===== config.mk =====
export PLATFORM = sky130hd
export DESIGN_NAME = load_store_unit
export DESIGN_NICKNAME = d
export VERILOG_FILES = /design/src/rtl/load_store_unit.sv
export SDC_FILE = /design/constraint.sdc
export NUM_CORES = 1
export LEC_CHECK = 0
export CORE_ASPECT_RATIO = 0.5
export CORE_MARGIN = 2
export CORE_UTILIZATION = 40
export CTS_BUF_LIST = sky130_fd_sc_hd__clkbuf_8
export CTS_CLUSTER_DIAMETER = 80
export DETAILED_ROUTE_END_ITERATION = 6
export PLACE_DENSITY = 0.83
export SLEW_MARGIN = 20
export SYNTH_ARGS = -nofsm -noshare
export SYNTH_HDL_FRONTEND = slang
export SYNTH_SLANG_ARGS = --single-unit

===== constraint.sdc =====
create_clock -name clk -period 1.95 [get_ports clk]
set_input_delay 0.585 -clock clk [delete_from_list [all_inputs] [get_ports clk]]
set_output_delay 0.585 -clock clk [all_outputs]
set_load 0.1 [all_outputs]

===== src/rtl/load_store_unit.sv =====
// Load/store stage: forwards non-memory results, drives a single-outstanding
// data-memory request, and formats load data / store lanes for writeback.
module load_store_unit (
  input  logic        clk,
  input  logic        rst,
  input  logic        ex_valid,
  output logic        ex_ready,
  input  logic [4:0]  ex_rd,
  input  logic        ex_wr_enable,
  input  logic        ex_mem_to_reg,
  input  logic        ex_mem_read,
  input  logic        ex_mem_write,
  input  logic [2:0]  ex_funct3,
  input  logic [31:0] ex_alu_result,
  input  logic [31:0] ex_store_data,
  output logic        dmem_req,
  output logic        dmem_we,
  output logic [31:0] dmem_addr,
  output logic [31:0] dmem_wdata,
  output logic [3:0]  dmem_be,
  input  logic        dmem_gnt,
  input  logic        dmem_rvalid,
  input  logic [31:0] dmem_rdata,
  output logic        mem_valid,
  output logic [4:0]  mem_rd,
  output logic        mem_wr_enable,
  output logic        mem_mem_to_reg,
  output logic [31:0] mem_alu_result,
  output logic [31:0] mem_read_data,
  output logic        mem_exc
);

  typedef enum logic [1:0] {IDLE, REQ, RESP} state_t;
  state_t state;

  logic [4:0]  rd_p0;
  logic        wr_en_p0;
  logic        mem_to_reg_p0;
  logic [2:0]  funct3_p0;
  logic [31:0] alu_p0;

  logic is_mem;
  logic illegal;
  logic misaligned;
  logic exc;

  function automatic logic [3:0] store_be(input logic [2:0] f3, input logic [1:0] lane);
    case (f3[1:0])
      2'b00:   store_be = 4'b0001 << lane;
      2'b01:   store_be = 4'b0011 << lane;
      default: store_be = 4'b1111;
    endcase
  endfunction

  function automatic logic [31:0] store_wdata(input logic [2:0] f3, input logic [31:0] d);
    case (f3[1:0])
      2'b00:   store_wdata = {4{d[7:0]}};
      2'b01:   store_wdata = {2{d[15:0]}};
      default: store_wdata = d;
    endcase
  endfunction

  // Shift the addressed lane down to bit 0, then extend per funct3.
  function automatic logic [31:0] load_format(input logic [2:0] f3, input logic [1:0] lane,
                                              input logic [31:0] rdata);
    logic [31:0]        sh;
    logic signed [7:0]  b;
    logic signed [15:0] h;
    sh = rdata >> {lane, 3'b000};
    b  = sh[7:0];
    h  = sh[15:0];
    case (f3)
      3'b000:  load_format = {{24{b[7]}}, b};
      3'b001:  load_format = {{16{h[15]}}, h};
      3'b100:  load_format = {24'h0, b};
      3'b101:  load_format = {16'h0, h};
      default: load_format = rdata;
    endcase
  endfunction

  assign is_mem   = ex_mem_read | ex_mem_write;
  assign ex_ready = (state == IDLE);

  always_comb begin
    illegal = 1'b0;
    if (ex_mem_read && ex_mem_write)
      illegal = 1'b1;
    else if (ex_mem_read)
      illegal = !(ex_funct3 inside {3'b000, 3'b001, 3'b010, 3'b100, 3'b101});
    else if (ex_mem_write)
      illegal = !(ex_funct3 inside {3'b000, 3'b001, 3'b010});
  end

  assign misaligned = ((ex_funct3[1:0] == 2'b01) && ex_alu_result[0]) ||
                      ((ex_funct3[1:0] == 2'b10) && (ex_alu_result[1:0] != 2'b00));
  assign exc = is_mem && (illegal || misaligned);

  always_ff @(posedge clk or negedge rst) begin
    if (!rst) begin
      state          <= IDLE;
      rd_p0          <= '0;
      wr_en_p0       <= 1'b0;
      mem_to_reg_p0  <= 1'b0;
      funct3_p0      <= '0;
      alu_p0         <= '0;
      dmem_req       <= 1'b0;
      dmem_we        <= 1'b0;
      dmem_addr      <= '0;
      dmem_wdata     <= '0;
      dmem_be        <= '0;
      mem_valid      <= 1'b0;
      mem_rd         <= '0;
      mem_wr_enable  <= 1'b0;
      mem_mem_to_reg <= 1'b0;
      mem_alu_result <= '0;
      mem_read_data  <= '0;
      mem_exc        <= 1'b0;
    end else begin
      mem_valid <= 1'b0;
      case (state)
        // p0: accept from execute; non-memory and faulting ops retire directly
        IDLE: begin
          if (ex_valid) begin
            if (!is_mem || exc) begin
              mem_valid      <= 1'b1;
              mem_rd         <= ex_rd;
              mem_wr_enable  <= ex_wr_enable && !exc;
              mem_mem_to_reg <= ex_mem_to_reg;
              mem_alu_result <= ex_alu_result;
              mem_exc        <= exc;
            end else begin
              rd_p0         <= ex_rd;
              wr_en_p0      <= ex_wr_enable;
              mem_to_reg_p0 <= ex_mem_to_reg;
              funct3_p0     <= ex_funct3;
              alu_p0        <= ex_alu_result;
              dmem_req      <= 1'b1;
              dmem_we       <= ex_mem_write;
              dmem_addr     <= {ex_alu_result[31:2], 2'b00};
              dmem_be       <= store_be(ex_funct3, ex_alu_result[1:0]);
              dmem_wdata    <= ex_mem_write ? store_wdata(ex_funct3, ex_store_data) : '0;
              state         <= REQ;
            end
          end
        end
        // p1: hold the request until granted
        REQ: begin
          if (dmem_gnt) begin
            dmem_req <= 1'b0;
            dmem_we  <= 1'b0;
            if (dmem_we) begin
              mem_valid      <= 1'b1;
              mem_rd         <= rd_p0;
              mem_wr_enable  <= 1'b0;
              mem_mem_to_reg <= mem_to_reg_p0;
              mem_alu_result <= alu_p0;
              mem_exc        <= 1'b0;
              state          <= IDLE;
            end else begin
              state <= RESP;
            end
          end
        end
        // p2: wait for read data and retire the load
        RESP: begin
          if (dmem_rvalid) begin
            mem_valid      <= 1'b1;
            mem_rd         <= rd_p0;
            mem_wr_enable  <= wr_en_p0;
            mem_mem_to_reg <= mem_to_reg_p0;
            mem_alu_result <= alu_p0;
            mem_read_data  <= load_format(funct3_p0, alu_p0[1:0], dmem_rdata);
            mem_exc        <= 1'b0;
            state          <= IDLE;
          end
        end
        default: state <= IDLE;
      endcase
    end
  end

endmodule

# After elaboration in Yosys (flattened, before gate mapping)
# Cells that the tools add are included.
# word_totals
regBits	185
wordCells	120
# classes
shift	3
n_mux	54
n_bitwise	2
reduce_logical	26
n_eq_ne	17
# op_table
cell	n
$mux W32	6
$pmux W32 S4	1
$pmux W32 S3	1
$pmux W32 S2	1
$shr A32 B5 Y16	1
$mux W1	26
$mux W5	5
$pmux W5 S3	1
$eq A3 B3 Y1 const B	4
$pmux W1 S3	4
$mux W2	5
$ne A2 B2 Y1 const B	5
$pmux W4 S2	1
$reduce_and A4 Y1	2
$eq A3 B1 Y1 const B	2
$logic_not A3 Y1	2
$pmux W2 S3	1
$reduce_and A6 Y1	1
$reduce_bool A3 Y1	2
$logic_and A1 B1 Y1	5
$reduce_bool A5 Y1	1
$eq A2 B1 Y1 const B	2
$eq A2 B2 Y1 const B	2
$logic_not A1 Y1	4
12 further kinds	17

# Longest topological paths before layout
# Gate-level depths: netlist (run 1).
# depth
depth_word	13
depth_mapped	8

# Least setup slack after synthesis (run 1)
# OpenSTA, ideal clock, no wires.
# synth_path
path_kind	reg2reg
startpoint	reg state[1]
endpoint	reg dmem_wdata[13]
stages_incl_launch_ff	9
path_slack_ns	-0.779
setup_ns	0.128
path_buffers	3
arrival_time_ns	2.601
synth_period_minus_slack_ns	2.729
t_required_ns	1.822
path_cell_list	dfrtp_1 inv_1 ha_1 clkbuf_1 nand2_1 nor3_4 buf_6 buf_6 mux2_1
# synth_between
elab_chain_len	2
# synth_rtl
element	line_no	source
start: declaration	34	state_t state;
start signal: assignment	100	state <= IDLE;
start signal: assignment	142	state <= REQ;
start signal: assignment	158	state <= IDLE;
$logic_not A2 Y1	-	
named net ex_ready	7	output logic ex_ready,
$reduce_and A3 Y1 (no line)	-	
end signal: assignment	141	dmem_wdata <= ex_mem_write ? store_wdata(ex_funct3, ex_store_data) : '0;
end: declaration	19	output logic [31:0] dmem_wdata,
# The timed path passes the listed nets, and every way through them passes these cells.
# A chain may end at the register's enable or synchronous reset.

# Final worst setup path (run 1)
# layout_path
startpoint	reg state[1]
endpoint	reg mem_alu_result[11]
# layout_between
elab_chain_len	3
# layout_rtl
element	line_no	source
$eq A2 B2 Y1 (tied with other cells)	120	case (state)
$ne A2 B2 Y1 (no line) (tied with other cells)	-	
$reduce_and A6 Y1 (no line)	-	
end signal: assignment	129	mem_alu_result <= ex_alu_result;
end signal: assignment	156	mem_alu_result <= alu_p0;
end signal: assignment	171	mem_alu_result <= alu_p0;
end: declaration	28	output logic [31:0] mem_alu_result,
# Parallel ways exist; a longest one is shown, timed or not.

==> results of run 1 <==
==> through the flow <==
stage                     utilization [%]  cell area, um2  setup WS, ns
after floorplan                         -            8040        -0.188
after global placement               64.3           12400        -0.717
after detailed placement             64.3           12400        -0.769
after CTS                            67.6           13100       -0.0618
after global routing                 68.7           13300        -0.119
final                                68.7           13300       -0.0744
==> placed cells by master (no fill, tap or decap), drive strengths merged, types with 2 or more instances in the layout <==
cell type / netlist / routed
a21oi: 30 / 30
nand3: 3 / 3
o21bai: 3 / 3
o21ai: 29 / 29
or3: 2 / 2
clkinvlp: 0 / 3
a2bb2oi: 6 / 6
nor2b: 12 / 12
bufinv: 0 / 2
clkdlybuf4s50: 0 / 104
inv: 22 / 26
a21boi: 8 / 8
o2bb2ai: 8 / 8
o22ai: 25 / 25
buf: 53 / 231
clkbuf: 29 / 22
nand2b: 5 / 5
nor2: 31 / 31
nor3b: 2 / 2
nand2: 47 / 47
ha: 4 / 4
clkdlybuf4s15: 0 / 3
clkinv: 0 / 5
a22oi: 7 / 7
o211ai: 5 / 5
nor3: 3 / 3
dfrtp: 155 / 155
mux2: 139 / 139
mux2i: 43 / 43
a211oi: 2 / 2
conb: 1 / 2
nor4: 3 / 3
a31oi: 2 / 2
==> cells in the mapped netlist (8+ instances only) <==
library cell	n
o2bb2ai_1	8
dfrtp_1	155
o21ai_0	29
buf_4	37
clkbuf_1	29
a21oi_1	30
buf_2	8
nor2b_1	12
nor2_1	31
inv_1	22
a21boi_0	8
nand2_1	47
o22ai_1	25
mux2i_1	43
mux2_2	135
==> worst max path at each step <==
| stage | startpoint | endpoint | slack [ns] | depth (start not counted) |
|---|---|---|---|---|
| finish | state[1] | mem_alu_result[11] | -0.07 | 8 |
| global route | state[1] | mem_alu_result[7] | -0.12 | 8 |
| CTS | state[0] | mem_alu_result[28] | -0.06 | 9 |
| detailed placement | ex_alu_result[1] | mem_alu_result[2] | -0.77 | 6 |
| global placement | ex_alu_result[0] | mem_alu_result[16] | -0.72 | 7 |
| floorplan | ex_funct3[0] | dmem_wdata[13] | -0.19 | 7 |
==> kinds of logic (layout without fill, tap and decap cells) <==
family | Yosys count | in the layout | synth area share, %
compound gates | 132 | 132 | 10.6
flops | 155 | 155 | 49.2
simple gates | 114 | 114 | 6.75
fa+ha+maj | 4 | 4 | 0.635
other cells | 1 | 2 | 0.0476
buf+inv | 104 | 396 | 7.13
mux | 183 | 183 | 25.6
==> routing by layer <==
metal	vias up	wire, um
met5	-	0
li1	2992	-
met1	3301	10500
met4	0	1050
met3	76	1410
met2	283	12900
==> area by class of cell <==
| cell class | instances | area, um2 |
|---|---|---|
| Clock buffer | 18 | 248 |
| Clock inverter | 14 | 148 |
| Fill cell | 1253 | 6070 |
| Inverter | 22 | 82.6 |
| Multi-Input combinational cell | 435 | 3730 |
| Sequential cell | 155 | 3880 |
| Tap cell | 266 | 333 |
| Timing Repair Buffer | 342 | 4880 |
==> what timing repair did <==
| item | 4_1_cts | 5_1_grt |
|---|---|---|
| gates cloned | 3 | 2 |
| setup endpoints to repair | 123 | 59 |
| pin swaps | 4 | 7 |
| gates resized for setup | 35 | 45 |
| setup buffers | 13 | 10 |
==> impl_metrics.csv, run 1 <==
group,metric,value,unit
status,status,"complete, but fails checks",
status,violations,"negative setup slack",
route,avgViaCountPerCell,5.31,
logic_synthesis,synth_top_area_share,49.2,%
placement,port_buffers,254,
sta,rsz0062_at_grt,"yes",
min_path,worstHoldPathType,"primary input to async pin",
setup_path,critPathKind,"register to register",
setup_path,reg2reg_from,"state[1]",
sta,setup_violations,29,
placement,gp_congestion,0.870,
logic_synthesis,synth_area_leader_cell,"dfrtp_1",
finish,layout-drive-gt1-share,43.9,%
setup_path,cp_cell_sequence,"buf_6 > ha_4 > a21o_1 > a211oi_4 > buf_6 > buf_12 > buf_16 > mux2_2",
setup_path,critPathArrivalTime,2.35,ns
setup_path,crit_top_cell,"buf_6",
route,drt-total-wl,25.9,mm
logic_synthesis,yosysWarnings,0,
global_routing,gr-usage-met1,29.0,%
logic_synthesis,synth_cells,693,
sta,fin_ws,-0.0744,ns
clock_network,worstSkewPairLatency,0.46,ns
global_routing,top_usage_layer,"met2",
logic_synthesis,synth_edf_count,0,
sta,slew_headroom,58.8,%
logic_synthesis,synth_area,0.00788,mm2
setup_path,worstRegToRegCells,8,
finish,fin_cells,1252,
setup_path,max_stage_delay,0.42,ns
logic_synthesis,ys_ff_latch,155,
setup_path,cp_slowest_cell,"dfrtp_1",
logic_synthesis,async_flop_share,100,%
route,avgRoutedWirePerCell,20.7,um
sta,hold_viol_final,0,
route,vias,6652,
setup_path,r2r_end,"mem_alu_result[11]",
setup_path,cp_max_fo,6,
die,initial_utilization,40.7,%
placement,post-place-cells,1196,
setup_path,critPathLaunchType,"register",
setup_path,critical-path-top-delay-family,"buffers and inverters",
route,route.detailed.drc,0,
logic_synthesis,yosysUniqueCellTypes,48,
die,ioPinCount,257,
route,ant_nets,0,
sta,tightest_slew,0.617,ns
global_routing,grt_max_degree,43,
clock_network,numCtsBuffers,17,
logic_synthesis,synth_ff_type,"dfrtp_1",
job,maxCapViolations,0,
setup_path,worstSetupEndpointType,"register",
clock_network,cts_tree,"built",
sta,drv_slew,0,
clock_network,htreeDepth,4,
die,die_width,203,um
global_routing,use_met2,41.4,%
route,first_pass_iters,7,
placement,hpwlAfterDp,18.1,mm
die,coreArea,0.0194,mm2
clock_network,cts_buffer_depth,2,
sta,tns,-0.986,ns
finish,antenna_cells,0,
sta,post-route-min-period,2.02,ns
setup_path,required,2.28,ns
sta,clock_skew,0.0236,ns
logic_synthesis,synthTopCellsByArea,"dfrtp_1, mux2_2, mux2i_1",
finish,nets,1090,
sta,timing.hold.ws,0.0425,ns
clock_network,cts_root_buffer,"clkbuf_8",
global_routing,grt_pass1_wl,38.6,mm
global_routing,grt_pass1_vias,6929,
die,die_area,0.0209,mm2
logic_synthesis,syn_area_per_cell,11.4,um2
finish,area_growth,68.7,%
global_routing,antenna_found_initial,0,
clock_network,cts_sinks,155,
clock_network,postCtsHoldBufs,0,
sta,fmax,494,MHz
setup_path,r2r_slack,-0.07,ns
route,drt_iter0_drc,304,
setup_path,timing.critical_path.buf_inv,4,
die,die_y,103,um
clock_network,clk_pin_slew,0.11,ns
global_routing,grt.total_usage,23.7,%
global_routing,met3_usage,5.01,%
sta,min_period_over_period,104,%
die,row_count,36,
logic_synthesis,seq_area_frac_synth,49.2,%
global_routing,overflow,0,
Power of run 1 is left out: the tool's default activity adds up to more than one toggle a clock period on the data nets, which glitch-free logic cannot reach.
==> run 2: changes to the inputs <==
--- a/config.mk
+++ b/config.mk
@@ -7,12 +7,14 @@
 export LEC_CHECK = 0
 export CORE_ASPECT_RATIO = 0.5
 export CORE_MARGIN = 2
-export CORE_UTILIZATION = 40
+export CORE_UTILIZATION = 43
 export CTS_BUF_LIST = sky130_fd_sc_hd__clkbuf_8
 export CTS_CLUSTER_DIAMETER = 80
 export DETAILED_ROUTE_END_ITERATION = 6
-export PLACE_DENSITY = 0.83
+export GPL_ROUTABILITY_DRIVEN = 0
+export PLACE_DENSITY = 0.88
 export SLEW_MARGIN = 20
 export SYNTH_ARGS = -nofsm -noshare
 export SYNTH_HDL_FRONTEND = slang
 export SYNTH_SLANG_ARGS = --single-unit
+export TNS_END_PERCENT = 10
==> impl_metrics.csv, run 2 (synthesis gave the netlist of run 1 again) <==
group,metric,value,unit
setup_path,cp_cell_sequence,"clkdlybuf4s15_2 > buf_4 > buf_4 > nor4_1 > nor4_2 > a221oi_1 > mux2_2",
global_routing,overflow,0,
global_routing,grt_pass1_wl,42.3,mm
die,ioPinCount,257,
sta,setup_violations,112,
route,avgViaCountPerCell,5.94,
clock_network,cts_sinks,155,
finish,nets,1078,
die,die_area,0.0195,mm2
die,row_count,34,
route,ant_nets,0,
global_routing,grt.total_usage,28.1,%
route,drt-total-wl,30.1,mm
route,first_pass_iters,5,
setup_path,critPathKind,"primary input to register",
finish,fin_util,74.9,%
status,status,"complete, but fails checks",
sta,hold_viol_final,0,
setup_path,critPathLaunchType,"primary input",
sta,timing.hold.ws,0.527,ns
setup_path,max_stage_delay,0.63,ns
finish,area_growth,67.7,%
sta,rsz0062_at_grt,"yes",
sta,slew_headroom,52.9,%
setup_path,crit_top_cell,"buf_4",
placement,port_buffers,254,
setup_path,cp_slowest_cell,"nor4_1",
sta,fmax,436,MHz
clock_network,clk_pin_slew,0.09,ns
clock_network,worstSkewPairLatency,0.48,ns
finish,layout_commonest_cell,"buf_12",
die,die_y,99.7,um
status,violations,"negative setup slack",
setup_path,cp_max_fo,5,
sta,tightest_slew,0.701,ns
finish,final_cell_mix,"buf_12, dfrtp_1, clkdlybuf4s50_1",
die,coreArea,0.0177,mm2
global_routing,grt_pass1_vias,7543,
route,avgRoutedWirePerCell,24.9,um
min_path,worstHoldPathType,"register to register",
sta,min_period_over_period,118,%
die,initial_utilization,44.6,%
sta,drv_slew,0,
clock_network,cts_buffer_depth,2,
route,drt_iter0_drc,612,
clock_network,numCtsBuffers,17,
placement,hpwlAfterDp,19.0,mm
job,maxCapViolations,0,
sta,post-route-min-period,2.29,ns
clock_network,htreeDepth,4,
clock_network,cts_root_buffer,"clkbuf_8",
clock_network,cts_tree,"built",
global_routing,antenna_found_initial,1,
setup_path,worstSetupEndpointType,"register",
die,die_width,195,um
setup_path,critPathArrivalTime,2.69,ns
global_routing,grt_max_degree,45,
setup_path,required,2.35,ns
route,vias,7185,
route,route.detailed.drc,0,
finish,layout-drive-gt1-share,42.9,%
sta,clock_skew,0.0218,ns
sta,fin_ws,-0.342,ns
run 2: changes by cell type in the layout (fill, tap and decap cells not counted), sizes merged:
cell,before,now
buf,231,218
bufinv,2,3
clkbuf,22,21
clkinv,5,7
clkinvlp,3,1
diode,0,1
dlygate4sd2,0,3
dlygate4sd3,0,1
inv,26,23
run 2: layer usage:
metal  wire length, um  vias to the layer above  part of all wire (%)  track usage [%]
met5                 0                        -                     0                0
li1                  -                     2960                     -                -
met1             10900                     3547                    36             32.1
met3              2150                      174                   7.2             6.07
met4              2150                        0                   7.1             15.3
met2             14800                      504                    49             50.2
run 2: worst max-delay path, delay by kind of cell:
family / cells / cell delay (ns)
AND/OR/NAND/NOR: 2 / 0.81
buffers and inverters: 3 / 0.61
AO/OA/AOI/OAI: 1 / 0.40
multiplexers: 1 / 0.28
run 2: per-stage QoR:
| stage | cell area, um2 | setup TNS, ns | worst slack, ns | std cells |
|---|---|---|---|---|
| floorplan | 8030 | -12.39 | -0.188 | 694 |
| global placement | 12400 | -89.96 | -0.721 | 1162 |
| detailed placement | 12400 | -103.19 | -0.847 | 1162 |
| CTS | 13000 | -1.27 | -0.106 | 1201 |
| global route | 13200 | -13.49 | -0.369 | 1209 |
| finish | 13200 | -11.15 | -0.342 | 1209 |
run 2: worst paths after layout:
kind                       cells after the start  slack, ns                 to         start
setup reg to reg                               7      -0.22      mem_wr_enable      state[1]
hold reg to reg                                1       0.53           rd_p0[1]      rd_p0[1]
setup / recovery                               7      -0.34      mem_wr_enable  ex_funct3[0]
hold / removal                                 1       0.53           rd_p0[1]      rd_p0[1]
max in group asynchronous                      3       0.73  mem_read_data[29]           rst
min in group asynchronous                      2       0.59     dmem_wdata[12]           rst
run 2: area by class of cell:
type / count / area, um2
Antenna cell: 1 / 2.50
Clock buffer: 20 / 275
Clock inverter: 12 / 164
Fill cell: 966 / 4440
Inverter: 22 / 82.6
Multi-Input combinational cell: 435 / 3760
Sequential cell: 155 / 3880
Tap cell: 234 / 293
Timing Repair Buffer: 330 / 4760
run 2: what timing repair did:
action / CTS / global route
gates cloned: 2 / 0
hold buffers: 1 / 0
gates resized for setup: 23 / 51
pin swaps: 3 / 2
endpoints found under the hold margin: 4 / 0
setup endpoints to repair: 124 / 112
buffers inserted: 4 / 8
Power of run 2 is left out for the same reason.
